**src/rtl/uart_cmd_pkg.sv**
```systemverilog
// Shared types and constants for the UART command/response layer.
package uart_cmd_pkg;

  typedef enum logic [1:0] {
    B0 = 2'd0,
    B1 = 2'd1,
    B2 = 2'd2
  } rx_state_t;

  typedef enum logic [1:0] {
    IDLE   = 2'd0,
    LAUNCH = 2'd1,
    WAIT   = 2'd2
  } tx_state_t;

  localparam int FRAME_BYTES = 3;
  localparam int CMD_W       = 8 * FRAME_BYTES;

endpackage

```
**src/rtl/uart_resp_tx.sv**
```systemverilog
// Response launcher: latches one host byte, pulses trmt, then waits for a fresh tx_done.
module uart_resp_tx
  import uart_cmd_pkg::*;
(
  input  logic       clk,
  input  logic       rst,
  input  logic       send_resp,
  input  logic [7:0] resp_data,
  input  logic       tx_done,
  output logic [7:0] tx_data,
  output logic       trmt,
  output logic       resp_busy,
  output logic [1:0] tx_state_dbg
);

  tx_state_t state, state_next;
  logic      first_wait;
  logic      load;
  logic      busy_clr;

  always_ff @(posedge clk or posedge rst) begin
    if (rst) state <= IDLE;
    else     state <= state_next;
  end

  // Handshake: send_resp is sampled only in IDLE; tx_done is honoured only
  // from the second WAIT cycle on, so a stale level cannot end a new frame.
  always_comb begin
    state_next = state;
    load       = 1'b0;
    busy_clr   = 1'b0;
    case (state)
      IDLE: begin
        if (send_resp) begin
          load       = 1'b1;
          state_next = LAUNCH;
        end
      end
      LAUNCH: state_next = WAIT;
      WAIT: begin
        if (!first_wait && tx_done) begin
          busy_clr   = 1'b1;
          state_next = IDLE;
        end
      end
      default: state_next = IDLE;
    endcase
  end

  always_ff @(posedge clk or posedge rst) begin
    if (rst) begin
      tx_data    <= 8'h00;
      resp_busy  <= 1'b0;
      first_wait <= 1'b0;
    end else begin
      first_wait <= (state == LAUNCH);
      if (load) begin
        tx_data   <= resp_data;
        resp_busy <= 1'b1;
      end else if (busy_clr) begin
        resp_busy <= 1'b0;
      end
    end
  end

  assign trmt         = (state == LAUNCH);
  assign tx_state_dbg = state;

endmodule

```
**src/rtl/uart_cmd_if.sv**
```systemverilog
// UART command layer: assembles 3-byte frames into 24-bit commands and
// forwards 1-byte responses to the UART transmitter.
module uart_cmd_if
  import uart_cmd_pkg::*;
#(
  parameter int TIMEOUT_CYCLES = 500000,
  parameter int TO_W           = 20
) (
  input  logic             clk,
  input  logic             rst,
  input  logic             rdy,
  input  logic [7:0]       rx_data,
  output logic             clr_rdy,
  output logic [7:0]       tx_data,
  output logic             trmt,
  input  logic             tx_done,
  output logic [CMD_W-1:0] cmd,
  output logic             cmd_rdy,
  input  logic             clr_cmd_rdy,
  output logic             cmd_ovr,
  output logic             frame_err,
  input  logic             send_resp,
  input  logic [7:0]       resp_data,
  output logic             resp_busy,
  output logic [1:0]       rx_state_dbg,
  output logic [1:0]       tx_state_dbg
);

  rx_state_t rx_state, rx_next;
  logic [TO_W-1:0] to_cnt;
  logic [7:0]      b0, b1;
  logic            armed;
  logic            accept;
  logic            timeout;
  logic            complete;

  // A byte is taken once per rdy assertion: armed re-arms only after rdy drops,
  // so a UART that is slow to release rdy is never read twice.
  assign accept  = rdy && armed && !clr_rdy;
  assign timeout = (rx_state != B0) && (to_cnt == TO_W'(TIMEOUT_CYCLES - 1));

  always_ff @(posedge clk or posedge rst) begin
    if (rst) rx_state <= B0;
    else     rx_state <= rx_next;
  end

  always_comb begin
    rx_next  = rx_state;
    complete = 1'b0;
    if (timeout) begin
      rx_next = accept ? B1 : B0;
    end else if (accept) begin
      case (rx_state)
        B0: rx_next = B1;
        B1: rx_next = B2;
        B2: begin
          rx_next  = B0;
          complete = 1'b1;
        end
        default: rx_next = B0;
      endcase
    end
  end

  always_ff @(posedge clk or posedge rst) begin
    if (rst) begin
      armed     <= 1'b1;
      clr_rdy   <= 1'b0;
      to_cnt    <= '0;
      b0        <= 8'h00;
      b1        <= 8'h00;
      frame_err <= 1'b0;
    end else begin
      clr_rdy   <= accept;
      frame_err <= timeout;
      if (accept)    armed <= 1'b0;
      else if (!rdy) armed <= 1'b1;
      if (accept || timeout || rx_state == B0) to_cnt <= '0;
      else                                     to_cnt <= to_cnt + 1'b1;
      if (accept && (timeout || rx_state == B0)) b0 <= rx_data;
      if (accept && !timeout && rx_state == B1)  b1 <= rx_data;
    end
  end

  // Completion has priority over the host acknowledge.
  always_ff @(posedge clk or posedge rst) begin
    if (rst) begin
      cmd     <= '0;
      cmd_rdy <= 1'b0;
      cmd_ovr <= 1'b0;
    end else if (complete) begin
      cmd     <= {b0, b1, rx_data};
      cmd_rdy <= 1'b1;
      if (cmd_rdy) cmd_ovr <= 1'b1;
    end else if (clr_cmd_rdy) begin
      cmd_rdy <= 1'b0;
      cmd_ovr <= 1'b0;
    end
  end

  assign rx_state_dbg = rx_state;

  uart_resp_tx u_resp_tx (
    .clk          (clk),
    .rst          (rst),
    .send_resp    (send_resp),
    .resp_data    (resp_data),
    .tx_done      (tx_done),
    .tx_data      (tx_data),
    .trmt         (trmt),
    .resp_busy    (resp_busy),
    .tx_state_dbg (tx_state_dbg)
  );

endmodule

```
**config.mk**
```make
export PLATFORM = sky130hd
export DESIGN_NAME = uart_cmd_if
export DESIGN_NICKNAME = d
export VERILOG_FILES = /design/src/rtl/uart_cmd_pkg.sv /design/src/rtl/uart_resp_tx.sv /design/src/rtl/uart_cmd_if.sv
export SDC_FILE = /design/constraint.sdc
export NUM_CORES = 1
export LEC_CHECK = 0
export CAP_MARGIN = 20
export CELL_PAD_IN_SITES_DETAIL_PLACEMENT = 1
export CELL_PAD_IN_SITES_GLOBAL_PLACEMENT = 2
export CORE_UTILIZATION = 37
export DETAILED_ROUTE_END_ITERATION = 8
export MAX_ROUTING_LAYER = met4
export PLACE_DENSITY_LB_ADDON = 0.1
export SLEW_MARGIN = 20
export SYNTH_ARGS = -nofsm -noshare
export SYNTH_HDL_FRONTEND = slang
export SYNTH_HIERARCHICAL = 1
export SYNTH_SLANG_ARGS = --single-unit
```
**constraint.sdc**
```tcl
create_clock -name clk -period 2.9 [get_ports clk]
set_input_delay 0.29 -clock clk [delete_from_list [all_inputs] [get_ports clk]]
set_output_delay 0.29 -clock clk [all_outputs]
set_load 0.01 [all_outputs]
```
==> impl_metrics.env, run 1 <==
export IMPL_gp_congestion=0.743
export IMPL_layout_common_cells="dfrtp_1, clkdlybuf4s50_1, mux2_2, nor3_1, nand3_1"
export IMPL_hold_viol=0
export IMPL_drc=0
export IMPL_globalRoute_totalOverflow=0
export IMPL_p_seq_share_pct=44.1
export IMPL_synth_seq_cells=79
export IMPL_htreeDepth=3
export IMPL_path_clk_slew_ps=80
export IMPL_first_iter_violations=103
export IMPL_syn_cell_area_mm2=0.00352
export IMPL_p_int_mw=2.71
export IMPL_dp_cells=475
export IMPL_switching_share_pct=31.2
export IMPL_place_ws_ps=353
export IMPL_cts_root_buffer="clkbuf_8"
export IMPL_relSlewSlack_pct=57.6
export IMPL_rsz0062_at_grt="no"
export IMPL_antenna_cells=0
export IMPL_cts_resized=0
export IMPL_vdd_drop_max_v=0.000382
export IMPL_p_switching_mw=1.23
export IMPL_setup_viol=0
export IMPL_power_mw=3.95
export IMPL_start_kind="flop"
export IMPL_ys_warn_count=6
export IMPL_portBuffers=63
export IMPL_clkPwrFrac_pct=20.2
export IMPL_cts_hold_buf=0
export IMPL_dp_hpwl_um=5490
export IMPL_rows=35
export IMPL_nNetsFinal=380
export IMPL_ys_seq_area_share_pct=56.1
export IMPL_synth_edf_count=0
export IMPL_area_delta_synth_final_pct=27.4
export IMPL_p_per_area_mw_per_mm2=879
export IMPL_skew_ps=13.6
export IMPL_ant_nets=0
export IMPL_synthesis_nets=314
export IMPL_fp_dieH_um=99.6
export IMPL_synthCells=291
export IMPL_layout_drive_gt1_share_pct=20.5
export IMPL_cts_sinks=79
export IMPL_instances_no_fill=490
export IMPL_post_cts_buffers=0
export IMPL_grt_pass1_wl_um=13900
export IMPL_crit_type="reg -> reg"
export IMPL_clockBufferDepth=2
export IMPL_min_period_ps=2570
export IMPL_routed_via_density=5.28
export IMPL_place_area_mm2=0.00430
export IMPL_wl_um=8090
export IMPL_vias=2587
export IMPL_firstDrtPassIters=4
export IMPL_insertion_delay_ps=340
export IMPL_wire_per_inst_um=16.5
export IMPL_finalCritPeriodShare_pct=88.7
export IMPL_pin_count=64
export IMPL_async_flop_share_pct=100
export IMPL_crit_arrival_ps=2800
export IMPL_fin_area_mm2=0.00449
export IMPL_avgSynthCellArea_um2=12.1
export IMPL_finalWorstSetupSlack_ps=329
export IMPL_cts_made_buffers=9
export IMPL_core_mm2=0.00924
export IMPL_hold_class="in -> async"
export IMPL_layout_commonest_cell="dfrtp_1"
export IMPL_combinationalPowerShare_pct=35.7
export IMPL_worstMarginPinSlew_ps=628
export IMPL_final_max_slew_viol_count=0
export IMPL_die_area_mm2=0.00992
export IMPL_fillers=996
export IMPL_yosys_cell_types_count=47
export IMPL_crit_required_ps=3130
export IMPL_cap_violations=0
export IMPL_cts_tree="done"
export IMPL_finalSetupTns_ps=0
export IMPL_die_w_um=99.6
export IMPL_endpoint_kind="flop"
export IMPL_antenna_found_initial=0
export IMPL_run_status="finished clean"
export IMPL_worstPathMaxFanout=9
export IMPL_final_util_pct=48.6
export IMPL_grt_pass1_vias=2717
export IMPL_grt_max_degree=68
export IMPL_initial_utilization_pct=38.1
export IMPL_worst_hold_slack_ps=308
export IMPL_grt_use_total_pct=18.5
export IMPL_p_leak_nw=1.80
export IMPL_max_freq_mhz=389
export IMPL_synthFlopType="dfrtp_1"
## cell usage after synthesis (3+ instances only)
| library cell | number | share of area, % |
|---|---|---|
| nand4_1 | 11 | 2.0 |
| and3_1 | 10 | 1.8 |
| nor3_1 | 20 | 2.8 |
| clkbuf_1 | 10 | 1.1 |
| o221ai_1 | 8 | 2.0 |
| a21oi_1 | 9 | 1.3 |
| buf_6 | 3 | 0.96 |
| mux2_2 | 40 | 13 |
| o21ai_0 | 5 | 0.71 |
| dfrtp_1 | 78 | 55 |
| buf_2 | 3 | 0.43 |
| xor2_1 | 5 | 1.2 |
| inv_1 | 10 | 1.1 |
| xnor2_1 | 9 | 2.2 |
| nand2_1 | 8 | 0.85 |
| or3_1 | 3 | 0.53 |
| nor4_1 | 5 | 0.89 |
| nand3_1 | 18 | 2.6 |
| a211oi_1 | 3 | 0.64 |
## path summary, 6_finish.rpt
kind / startpoint / end / slack, ps / depth (start not counted)
worst min register to register: armed / armed / 470 / 2
worst max register to register: to_cnt[5] / b1[7] / 330 / 5
worst max-delay path: to_cnt[5] / b1[7] / 330 / 5
worst min-delay path: rst / u_resp_tx/tx_data[7] / 310 / 2
min in group clk: rdy / armed / 470 / 2
max in group asynchronous: rst / armed / 2220 / 3
## cells by family after synthesis
group           synth area share (%)
flops                           56.1
fa+ha+maj                      0.355
simple gates                    16.5
mux                             12.8
buf+inv                         3.52
xor+xnor                        3.48
compound gates                  7.24
## cell type report
cell class	count	area, µm²	area share, %
flip-flops and latches	79	1980	44.1
repair buffers	71	703	15.7
clock buffers	10	128	2.84
multi-input cells	186	1420	31.7
well taps	129	161	3.60
inverters	10	37.5	0.836
clock inverters	5	60.1	1.34
## state kept, by name (all words and copies together) (netlist names)
register	count
u_resp_tx/tx_state_dbg	2
cmd_rdy	1
u_resp_tx/first_wait	1
frame_err	1
clr_rdy	1
armed	1
cmd	24
cmd_ovr	1
b0	8
u_resp_tx/tx_data	8
rx_state_dbg	2
b1	8
to_cnt	20
u_resp_tx/resp_busy	1
## power groups by stage
stage               Combinational [mW]  Clock [mW]  Sequential (mW)
floorplan                        0.649           0             1.80
global placement                  1.41           0             1.75
detailed placement                1.43           0             1.77
CTS                               1.44       0.826             1.75
global route                      1.54       0.871             1.81
finish                            1.41       0.798             1.74
## routing by layer
metal	vias up	GRT usage [%]	part of all wire (%)
li1	1198	-	-
met1	1309	25.8	51
met2	74	27.1	43
met3	6	3.87	5.0
met4	0	5.77	0.90
met5	-	-	0
## worst max-delay path: stages (launching register included)
cell	delay (ps)
dfrtp_1	450
nor4b_1	610
nand3_1	400
buf_4	280
o21ai_4	330
mux2_2	380
Note: power is estimated with default switching activity, not from simulation.
==> run 2: changes to the inputs <==
--- a/config.mk
+++ b/config.mk
@@ -10,2 +10,3 @@
 export CELL_PAD_IN_SITES_GLOBAL_PLACEMENT = 2
+export CORE_MARGIN = 2
 export CORE_UTILIZATION = 37
--- a/constraint.sdc
+++ b/constraint.sdc
@@ -3,2 +3,2 @@
 set_output_delay 0.29 -clock clk [all_outputs]
-set_load 0.01 [all_outputs]
+set_load 0.1 [all_outputs]
==> run 2 against run 1 <==
  * Utilization fell by 1.2 points
  * Register-to-register slack improved by 150 ps
  * Largest cell class unchanged
  * Highest routed layer unchanged
  * Die area rose by 4.1%
==> impl_metrics.env, run 2 (same netlist as run 1, synthesis figures left out) <==
export IMPL_grt_use_total_pct=17.7
export IMPL_min_period_ps=2420
export IMPL_dp_cells=474
export IMPL_die_area_mm2=0.0103
export IMPL_cap_violations=0
export IMPL_gp_congestion=0.750
export IMPL_setup_viol=0
export IMPL_htreeDepth=3
export IMPL_cts_sinks=79
export IMPL_first_iter_violations=67
export IMPL_endpoint_kind="flop"
export IMPL_cts_made_buffers=9
export IMPL_start_kind="flop"
export IMPL_layout_drive_gt1_share_pct=32.4
export IMPL_fillers=1009
export IMPL_grt_pass1_wl_um=13700
export IMPL_antenna_found_initial=0
export IMPL_grt_pass1_vias=2678
export IMPL_cts_tree="done"
export IMPL_firstDrtPassIters=4
export IMPL_reg_top3="cmd: 24 flops, to_cnt: 20 flops"
export IMPL_instances_no_fill=490
export IMPL_core_mm2=0.00924
export IMPL_wire_per_inst_um=16.8
export IMPL_dp_hpwl_um=5760
export IMPL_layout_commonest_cell="dfrtp_1"
export IMPL_cts_resized=0
export IMPL_relSlewSlack_pct=42.6
export IMPL_portBuffers=63
export IMPL_grt_max_degree=68
export IMPL_clockBufferDepth=2
export IMPL_wl_um=8220
export IMPL_final_max_slew_viol_count=0
export IMPL_regToRegSetupSlack_ps=480
export IMPL_area_delta_synth_final_pct=24.3
export IMPL_insertion_delay_ps=350
export IMPL_crit_required_ps=3130
export IMPL_post_cts_buffers=0
export IMPL_ant_nets=0
export IMPL_initial_utilization_pct=38.1
export IMPL_fp_dieH_um=102
export IMPL_hold_class="in -> async"
export IMPL_regMostFlops="cmd"
export IMPL_die_w_um=102
export IMPL_skew_ps=15.1
export IMPL_run_status="finished clean"
export IMPL_globalRoute_totalOverflow=0
export IMPL_routed_via_density=5.18
export IMPL_cts_root_buffer="clkbuf_8"
export IMPL_drc=0
export IMPL_path_clk_slew_ps=90
export IMPL_layout_common_cells="dfrtp_1, buf_4, mux2_2, clkdlybuf4s50_1, nor3_1"
export IMPL_finalSetupTns_ps=0
export IMPL_nNetsFinal=379
export IMPL_antenna_cells=0
export IMPL_largest_reg_flops=24
export IMPL_worstPathMaxFanout=26
export IMPL_crit_type="reg -> reg"
export IMPL_pin_count=64
export IMPL_max_freq_mhz=413
export IMPL_rsz0062_at_grt="no"
export IMPL_cts_hold_buf=0
export IMPL_vias=2538
export IMPL_worstMarginPinSlew_ps=861
export IMPL_hold_viol=0
export IMPL_rows=35
export IMPL_finalCritPeriodShare_pct=83.5
export IMPL_crit_arrival_ps=2650
-- run 2: cell count changes in the layout (fill, tap and decap cells not counted), sizes merged --
cell           before  now
clkdlybuf4s50      63   21
buf                 8   49
clkinvlp            4    1
inv                10   13
clkinv              0    2
clkbuf             10    9
-- run 2: worst max-delay path, cell delays in order (launching register included) --
cell	delay (ps)
dfrtp_1	450
ha_1	320
and4bb_2	290
nand2_1	280
o21ai_2	220
buf_4	360
mux2_2	390
-- run 2: metal layers --
layer	share of wire (%)	track usage (%)	vias up
met4	1.1	5.93	0
met2	46	26.6	52
met5	0	-	-
met1	49	24.4	1267
met3	4.0	2.97	8
li1	-	-	1211
-- run 2: metrics by stage --
stage	hold WS [ps]	setup WS [ps]	util [%]	instance area (µm²)
6_report	294	478	47.4	4380
5_1_grt	335	257	47.4	4380
4_1_cts	302	439	47.4	4380
3_5_place_dp	472	454	45.2	4180
3_3_place_gp	449	538	45.2	4180
2_1_floorplan	155	145	-	3520
-- run 2: final timing paths --
check / startpoint / end / cells past startpoint
setup / recovery: to_cnt[0] / cmd[18] / 6
hold / removal: rst / u_resp_tx/tx_data[3] / 2
setup reg to reg: to_cnt[0] / cmd[18] / 6
hold reg to reg: armed / armed / 2
max in group asynchronous: rst / rx_state_dbg[0] / 3
min in group clk: armed / armed / 2
-- run 2: cell type report --
| type | instances | area (µm²) | area share (%) |
|---|---|---|---|
| inverters | 10 | 37.5 | 0.857 |
| multi-input cells | 186 | 1420 | 32.4 |
| repair buffers | 70 | 578 | 13.2 |
| well taps | 129 | 161 | 3.68 |
| clock buffers | 9 | 124 | 2.83 |
| clock inverters | 7 | 80.1 | 1.83 |
| flip-flops and latches | 79 | 1980 | 45.2 |
Power of run 2 is not shown: default switching activity piles up to over one toggle a cycle in this logic, so the estimate is an artifact.
